$ cat config.mk
export PLATFORM = sky130hd
export DESIGN_NAME = fetch_sequencer
export DESIGN_NICKNAME = d
export VERILOG_FILES = /design/src/rtl/fde_pkg.sv /design/src/rtl/fetch_skid_buf.sv /design/src/rtl/fetch_sequencer.sv
export SDC_FILE = /design/constraint.sdc
export NUM_CORES = 1
export LEC_CHECK = 0
export CORE_MARGIN = 1.5
export CORE_UTILIZATION = 45
export CTS_CLUSTER_SIZE = 8
export DETAILED_ROUTE_END_ITERATION = 10
export PLACE_DENSITY = 0.81
export SYNTH_ARGS = -nofsm -noshare
export SYNTH_HDL_FRONTEND = slang
export SYNTH_SLANG_ARGS = --single-unit
$ cat constraint.sdc
create_clock -name clock -period 3.1 [get_ports clock]
set_input_delay 0.62 -clock clock [delete_from_list [all_inputs] [get_ports clock]]
set_output_delay 0.62 -clock clock [all_outputs]
set_load 0.05 [all_outputs]
$ cat src/rtl/fde_pkg.sv
// Shared types and constants for the fetch stage: sequencer states, the
// instruction width and the field layout of the IF/ID pipeline register.
package fde_pkg;

   typedef enum logic [1:0] {
      IDLE  = 2'd0,
      RUN   = 2'd1,
      DRAIN = 2'd2,
      LOAD  = 2'd3
   } fetch_state_t;

   localparam int INSTR_W = 32;

   localparam int IFID_W        = 2 * INSTR_W;
   localparam int IFID_PC_HI    = 63;
   localparam int IFID_PC_LO    = 32;
   localparam int IFID_INSTR_HI = 31;
   localparam int IFID_INSTR_LO = 0;

endpackage

$ cat src/rtl/fetch_skid_buf.sv
// One-entry holding register that catches an instruction returning from
// memory while decode is stalled, so the read is never lost or repeated.
module fetch_skid_buf
   import fde_pkg::*;
(
   input  logic              clock,
   input  logic              reset,
   input  logic              load,
   input  logic              clear,
   input  logic [IFID_W-1:0] din,
   output logic              valid,
   output logic [IFID_W-1:0] dout
);

   // Clear wins over load so a flush always empties the entry.
   always_ff @(posedge clock) begin
      if (!reset) begin
         valid <= 1'b0;
         dout  <= '0;
      end else if (clear) begin
         valid <= 1'b0;
      end else if (load) begin
         valid <= 1'b1;
         dout  <= din;
      end
   end

endmodule

$ cat src/rtl/fetch_sequencer.sv
// Fetch stage controller: owns the PC, issues reads to a 1-cycle-latency
// instruction memory, builds the IF/ID register, and hands the memory port
// to the program loader once any outstanding read has landed.
module fetch_sequencer
   import fde_pkg::*;
#(
   parameter int          ADDR_W   = 7,
   parameter logic [31:0] RESET_PC = 32'h0
) (
   input  logic              clock,
   input  logic              reset,
   input  logic              start,
   input  logic              stall,
   input  logic              redirect,
   input  logic [31:0]       redirect_pc,
   input  logic              ld_req,
   output logic              ld_gnt,
   input  logic              ld_we,
   input  logic [ADDR_W-1:0] ld_addr,
   input  logic [31:0]       ld_data,
   output logic              imem_rd,
   output logic              imem_we,
   output logic [ADDR_W-1:0] imem_addr,
   output logic [31:0]       imem_wdata,
   input  logic [31:0]       imem_rdata,
   output logic [63:0]       if_id,
   output logic              if_id_valid,
   output logic [31:0]       pc
);

   fetch_state_t        state_q;
   fetch_state_t        state_d;
   fetch_state_t        ret_q;
   fetch_state_t        ret_d;
   logic                issue;
   logic                inflight;
   logic [INSTR_W-1:0]  inflight_pc;
   logic                redirect_ok;
   logic                skid_valid;
   logic [IFID_W-1:0]   skid_data;
   logic                skid_load;
   logic                skid_clear;

   // A redirect is ignored while idle; everywhere else it flushes.
   assign redirect_ok = redirect && (state_q != IDLE);

   // Stalled returns go to the skid; a flush or a delivery empties it.
   assign skid_load  = !redirect_ok && stall && inflight;
   assign skid_clear = redirect_ok || (!stall && skid_valid);

   fetch_skid_buf u_skid (
      .clock (clock),
      .reset (reset),
      .load  (skid_load),
      .clear (skid_clear),
      .din   ({inflight_pc, imem_rdata}),
      .valid (skid_valid),
      .dout  (skid_data)
   );

   // Next-state and memory-port steering; all strobes are forced low in reset.
   always_comb begin
      state_d    = state_q;
      ret_d      = ret_q;
      issue      = 1'b0;
      ld_gnt     = 1'b0;
      imem_we    = 1'b0;
      imem_addr  = pc[ADDR_W-1:0];
      imem_wdata = '0;
      case (state_q)
         IDLE: begin
            if (ld_req) begin
               state_d = LOAD;
               ret_d   = IDLE;
            end else if (start) begin
               state_d = RUN;
            end
         end
         RUN: begin
            issue = !stall && !redirect && !ld_req && !skid_valid;
            if (ld_req) begin
               state_d = DRAIN;
            end
         end
         DRAIN: begin
            if (!inflight) begin
               state_d = LOAD;
               ret_d   = RUN;
            end
         end
         LOAD: begin
            ld_gnt     = 1'b1;
            imem_we    = ld_we;
            imem_addr  = ld_addr;
            imem_wdata = ld_data;
            if (!ld_req) begin
               state_d = ret_q;
            end
         end
         default: begin
            state_d = IDLE;
         end
      endcase
      if (!reset) begin
         issue   = 1'b0;
         ld_gnt  = 1'b0;
         imem_we = 1'b0;
      end
      imem_rd = issue;
   end

   // State, PC and outstanding-read tracking; a redirect drops the read.
   always_ff @(posedge clock) begin
      if (!reset) begin
         state_q     <= IDLE;
         ret_q       <= IDLE;
         pc          <= RESET_PC;
         inflight    <= 1'b0;
         inflight_pc <= '0;
      end else begin
         state_q <= state_d;
         ret_q   <= ret_d;
         if (redirect_ok) begin
            pc       <= redirect_pc;
            inflight <= 1'b0;
         end else if (issue) begin
            pc          <= pc + 32'd1;
            inflight    <= 1'b1;
            inflight_pc <= pc;
         end else begin
            inflight <= 1'b0;
         end
      end
   end

   // IF/ID register: flush, hold on stall, then skid before fresh data.
   always_ff @(posedge clock) begin
      if (!reset) begin
         if_id       <= '0;
         if_id_valid <= 1'b0;
      end else if (redirect_ok) begin
         if_id_valid <= 1'b0;
      end else if (stall) begin
         if_id_valid <= if_id_valid;
      end else if (skid_valid) begin
         if_id       <= skid_data;
         if_id_valid <= 1'b1;
      end else if (inflight) begin
         if_id[IFID_PC_HI:IFID_PC_LO]       <= inflight_pc;
         if_id[IFID_INSTR_HI:IFID_INSTR_LO] <= imem_rdata;
         if_id_valid                        <= 1'b1;
      end else begin
         if_id_valid <= 1'b0;
      end
   end

endmodule

-- Word level (Yosys, flattened, before mapping)
Index checks and enable logic that the tools add are counted.
- word-level logic and storage cells: 71
- output and inout port bits: 139
- flip-flop bits (word level): 199
- bits of input ports: 110
- muxes and demuxes: 24
- eq/ne operators: 8
- reduce and logical (&&, ||, !) cells: 25
- add/subtract/negate cells: 1
- bitwise operators: 4
- operator list (operator ; count):
    $mux W64 ; 2
    $mux W32 ; 3
    $add A32 B1 Y32 const B ; 1
    $mux W2 ; 7
    $mux W1 ; 9
    $ne A2 B2 Y1 const B ; 4
    $pmux W2 S4 ; 1
    $reduce_bool A2 Y1 ; 4
    $logic_and A1 B1 Y1 ; 7
    $mux W7 ; 1
    $reduce_and A3 Y1 ; 2
    $logic_not A1 Y1 ; 5
    $eq A2 B2 Y1 const B ; 2
    $not A1 Y1 ; 4
    $pmux W2 S2 ; 1
    $reduce_and A2 Y1 ; 2
    $reduce_and A4 Y1 ; 1
    $reduce_or A2 Y1 ; 2
    $ne A3 B3 Y1 const B ; 1
    $eq A2 B1 Y1 const B ; 1
    $logic_not A2 Y1 ; 1
    $logic_or A1 B1 Y1 ; 1

-- Longest topological paths before layout
- word-level depth: 8
- gate-level depth with buffers: 10
- mapped depth without buffers: 8

-- Cells and area by module
Synthesis repeated with hierarchy kept, for this count alone.
- cells, all modules: 1045
- area total of the unflattened synthesis: 9064.9 µm²
- by module, submodules not included (module ; cells an instance ; times used ; sequential area each (µm²) ; area each (µm²)):
    fetch_sequencer ; 764 ; 1 ; 2662.6 ; 6403.6
    fetch_skid_buf ; 281 ; 1 ; 1301.2 ; 2661.3

-- Least setup slack after synthesis
OpenSTA, ideal clock, no wires.
- kind: reg-to-output
- start: reg pc[4]
- end: out imem_addr[4]
- setup slack: 464 ps
- stages on the path, launching flop included: 3
- required time: 2480 ps
- arrival time: 2016 ps
- cells stage by stage: dfxtp_1 -> inv_1 -> o21ai_0
- longest elaborated chain between the ends: 1
- RTL lines (item ; RTL line ; source):
    start: declaration ; fetch_sequencer.sv:28 ; output logic [31:0] pc
    start signal: assignment ; fetch_sequencer.sv:124 ; pc <= redirect_pc;
    start signal: assignment ; fetch_sequencer.sv:127 ; pc <= pc + 32'd1;
    $mux W7 ; fetch_sequencer.sv:70 ; case (state_q)
    end: declaration ; fetch_sequencer.sv:23 ; output logic [ADDR_W-1:0] imem_addr,
No other way between the ends.

-- Final worst setup path
- start: in stall
- end: out imem_rd
- longest elaborated chain between the ends: 6
- RTL lines (item ; RTL line ; source):
    start: declaration ; fetch_sequencer.sv:13 ; input logic stall,
    $logic_not A1 Y1 ; fetch_sequencer.sv:80 ; issue = !stall && !redirect && !ld_req && !skid_valid;
    $logic_and A1 B1 Y1 (3 in a row) ; fetch_sequencer.sv:80 ;
    $mux W1 ; fetch_sequencer.sv:70 ;
    $mux W1 ; fetch_sequencer.sv:104 ; if (!reset) begin
    end: declaration ; fetch_sequencer.sv:21 ; output logic imem_rd,
No other way between the ends.

==> impl_summary.md <==
CTS
The total clock buffers created by CTS is 17. Clock latency on the worst-skew pair, taken at its later pin, is 0.44 ns. After clock tree synthesis, the clock-pin slew on the worst setup and hold paths is 0.07 ns.

The number of levels in the clock H-tree is 4. Counting along the longest clock path gives a buffer depth of 2. TritonCTS built the clock tree. The root buffer selected by CTS is sky130_fd_sc_hd__clkbuf_16.

For this design, the CTS-stage hold fixing added 0 buffers. Buffers added to address setup during post-CTS repair amount to 0. The number of sinks on the clock net is 198. Post-CTS repair changed the size of 0 cells.

Layout
At the end of the flow, the number of nets in the layout was 1367. The area growth from synthesis to layout is 38.4%. The number of antenna diodes in the final layout is 0. Of the cells placed in the final design, the portion with a size suffix greater than 1 is 0.0988.

Placement
In this run the tool buffered the top-level ports with 248 buffer cells. The weighted congestion reported at the end of routability-driven placement is 0.890. Summed over all nets, the half-perimeter wirelength after detailed placement is 16600 µm.

Setup path
The highest-delay cell along the critical path is sky130_fd_sc_hd__clkdlybuf4s50_1. The worst setup path is launched from a primary input. The critical path goes through clkdlybuf4s50_1, nor4b_4, nand2_2, inv_2, buf_12. The required time at the endpoint of the critical path is 2.48 ns.

The worst setup path category is in2out. On the worst path, the slowest cell contributes a delay of 0.47 ns. The arrival time reported for the critical path endpoint is 2.03 ns. The maximum fanout count along the critical path is 14. The worst setup path is captured at an output port.

Synth
The fraction of synthesized cell area taken by the top area cell type is 0.459. In this run the cell area of the synthesized design comes to 8630 µm². For this run, the leading register cell type out of synthesis is sky130_fd_sc_hd__dfxtp_1. Synthesis handed over a netlist of 1045 instances. After synthesis, the cell types taking the most area are sky130_fd_sc_hd__dfxtp_1 46%, sky130_fd_sc_hd__nand2_1 9.8%, sky130_fd_sc_hd__mux2i_1 7.4%, sky130_fd_sc_hd__a21oi_1 7.2%, sky130_fd_sc_hd__a211oi_1 5.7%.

Synthesis instantiated 51 different standard cells from the library. The dominant cell type by area after synthesis is sky130_fd_sc_hd__dfxtp_1. For this run, the register share of the synthesized area comes to 0.459. The commonest cells after synthesis are 225 x sky130_fd_sc_hd__nand2_1, 198 x sky130_fd_sc_hd__dfxtp_1, 125 x sky130_fd_sc_hd__a21oi_1.

The number of enable flip-flop cells after synthesis is 0. Synthesis inferred 198 register bits. The average size of a mapped cell is 8.26 µm². The number of nets handed over by synthesis was 1160. The count of warnings emitted by yosys is 0. Of all flip-flops after synthesis, the portion carrying an async set or reset was 0.

The dominant cell by count in the synthesized netlist is sky130_fd_sc_hd__nand2_1.

Drt
The wire length per cell is 16.1 µm. The violation count after the first detailed-route iteration is 579. The first detailed-routing pass took 6 iterations. The number of nets with antenna violations after routing is 0. The final wirelength is 24200 µm.

Using the TritonRoute via totals, the vias-per-cell ratio works out to 5.42. The routed layout has 8128 vias. In the routed design, unresolved DRC markers number 0.

STA
The number of endpoints failing setup at the final stage is 0. Setup repair after global routing left no endpoint under its margin. The number of hold violations in the final report is 0. The smallest clock period supported by the final layout is computed as 2.65 ns.

The part of the cycle the worst path needs is 0.854. The final max-slew violation count came to 0. The slew at the pin closest to its max-slew limit is 1.17 ns. The clock arrives with 0.0149 ns of skew. The maximum clock frequency is 378 MHz. The setup TNS after final layout is 0 ns.

The headroom to the max-slew limit is 0.218.

Floorplanning
The full die area is 20000 µm². The height of the chip is 142 µm. For this configuration, the core starts out at a cell density of 0.460. After floorplanning, the core was sized to cover 18800 µm². The die is 142 µm wide. The floorplan has 50 rows.

In this run the count of I/O pins placed on the die edge is 249.

Power and ir drop
For this design the static power due to leakage is 3.98 nW. The largest voltage drop on the vdd net is 0.376 mV. The power per cell area is 591 nW/µm². The final total power is 7.07 mW.

GRT
The pin count of the biggest net entering global routing is 129. The number of global-route vias before repair is 7498. Across every metal layer, demand over resource in global routing totals 0.238. The initial antenna violation count came to 0. The first global-routing pass estimated 38000 µm of wire. For this run the aggregate overflow at the end of global routing stands at 0.

Outcome
The run finished with clean final reports.

Run
The max-capacitance violation count is 0.

Worst hold path
The classification of the worst-slack hold path is reg2reg.
==> cells in the final DEF (no fill, tap or decap), types with 5 or more instances in the layout <==
cell	netlist	final
sky130_fd_sc_hd__a21oi_1	125	125
sky130_fd_sc_hd__a31oi_1	11	11
sky130_fd_sc_hd__and3_1	12	11
sky130_fd_sc_hd__mux2i_1	64	64
sky130_fd_sc_hd__o22ai_1	6	6
sky130_fd_sc_hd__clkdlybuf4s50_1	0	206
sky130_fd_sc_hd__nand3_1	17	16
sky130_fd_sc_hd__buf_12	0	14
sky130_fd_sc_hd__o21ai_0	13	13
sky130_fd_sc_hd__clkbuf_16	0	17
sky130_fd_sc_hd__nand2_1	225	225
sky130_fd_sc_hd__nor2_1	89	89
sky130_fd_sc_hd__xor2_1	6	6
sky130_fd_sc_hd__buf_4	0	50
sky130_fd_sc_hd__ha_1	5	5
sky130_fd_sc_hd__or3_1	6	6
sky130_fd_sc_hd__inv_1	11	10
sky130_fd_sc_hd__a211oi_1	66	66
sky130_fd_sc_hd__mux2_2	10	10
sky130_fd_sc_hd__nand4_1	12	12
sky130_fd_sc_hd__dfxtp_1	198	197
sky130_fd_sc_hd__and2_1	33	33
==> metrics by stage <==
step	utilization	hold WS (ns)	std cells	cell area [µm²]	setup WS (ns)
detailed placement	0.604	0.446	1467	11300	0.359
global placement	0.604	0.441	1467	11300	0.433
finish	0.637	0.453	1499	12000	0.453
CTS	0.637	0.456	1499	12000	0.461
global route	0.637	0.467	1499	12000	0.380
floorplan	-	0.436	1045	8630	0.464
==> report_power, final <==
part,switching [mW],internal [mW],leakage (nW)
registers,0.176,2.66,1.60
clock network,0.998,1.32,0.297
logic,1.20,0.705,2.08
==> flip-flops by register name, indices dropped and copies added (netlist names) <==
signal / count
u_skid.dout: 64
inflight_pc: 32
ret_q: 1
state_q: 2
pc: 32
if_id: 64
u_skid.valid: 1
inflight: 1
if_id_valid: 1
==> final cells by class <==
| cell class | count | area (µm²) |
|---|---|---|
| clock inverters | 13 | 170 |
| inverters | 12 | 50.0 |
| flip-flops and latches | 198 | 3970 |
| repair buffers | 270 | 2720 |
| multi-input cells | 753 | 4300 |
| fillers | 1573 | 6820 |
| clock buffers | 19 | 453 |
| well taps | 234 | 293 |
==> worst max-delay path, delay by kind of cell <==
kind | cells | cell delay [ns]
AND/OR/NAND/NOR | 2 | 0.47
buffers and inverters | 3 | 0.93
==> final timing paths <==
path / start / endpoint / slack (ns) / cells past startpoint
setup / recovery: stall / imem_rd / 0.45 / 5
hold / removal: u_skid.dout[44]$_SDFFE_PN0P_ / u_skid.dout[44]$_SDFFE_PN0P_ / 0.45 / 2
setup reg to reg: state_q[0]$_SDFFE_PN0P_ / u_skid.dout[57]$_SDFFE_PN0P_ / 0.78 / 7
hold reg to reg: u_skid.dout[44]$_SDFFE_PN0P_ / u_skid.dout[44]$_SDFFE_PN0P_ / 0.45 / 2
==> cell families (layout without fill, tap and decap cells) <==
kind of cell | after synthesis | in the layout | share of synthesized area
buffers and inverters | 94 | 314 | 0.0443
and+or+nand+nor | 425 | 425 | 0.225
muxes | 74 | 74 | 0.0872
xor gates and xnor gates | 6 | 6 | 0.00609
adders and majority gates | 5 | 5 | 0.00725
AOI/OAI and AO/OA | 243 | 243 | 0.171
DFF | 198 | 198 | 0.459
==> layer usage <==
metal	GRT usage	vias to the layer above	wire, µm
met3	0.0560	51	1660
met5	0	-	0
met4	0.0928	0	651
li1	-	4035	-
met2	0.400	315	11500
met1	0.294	3727	10300
(Power assumes the default switching activity.)
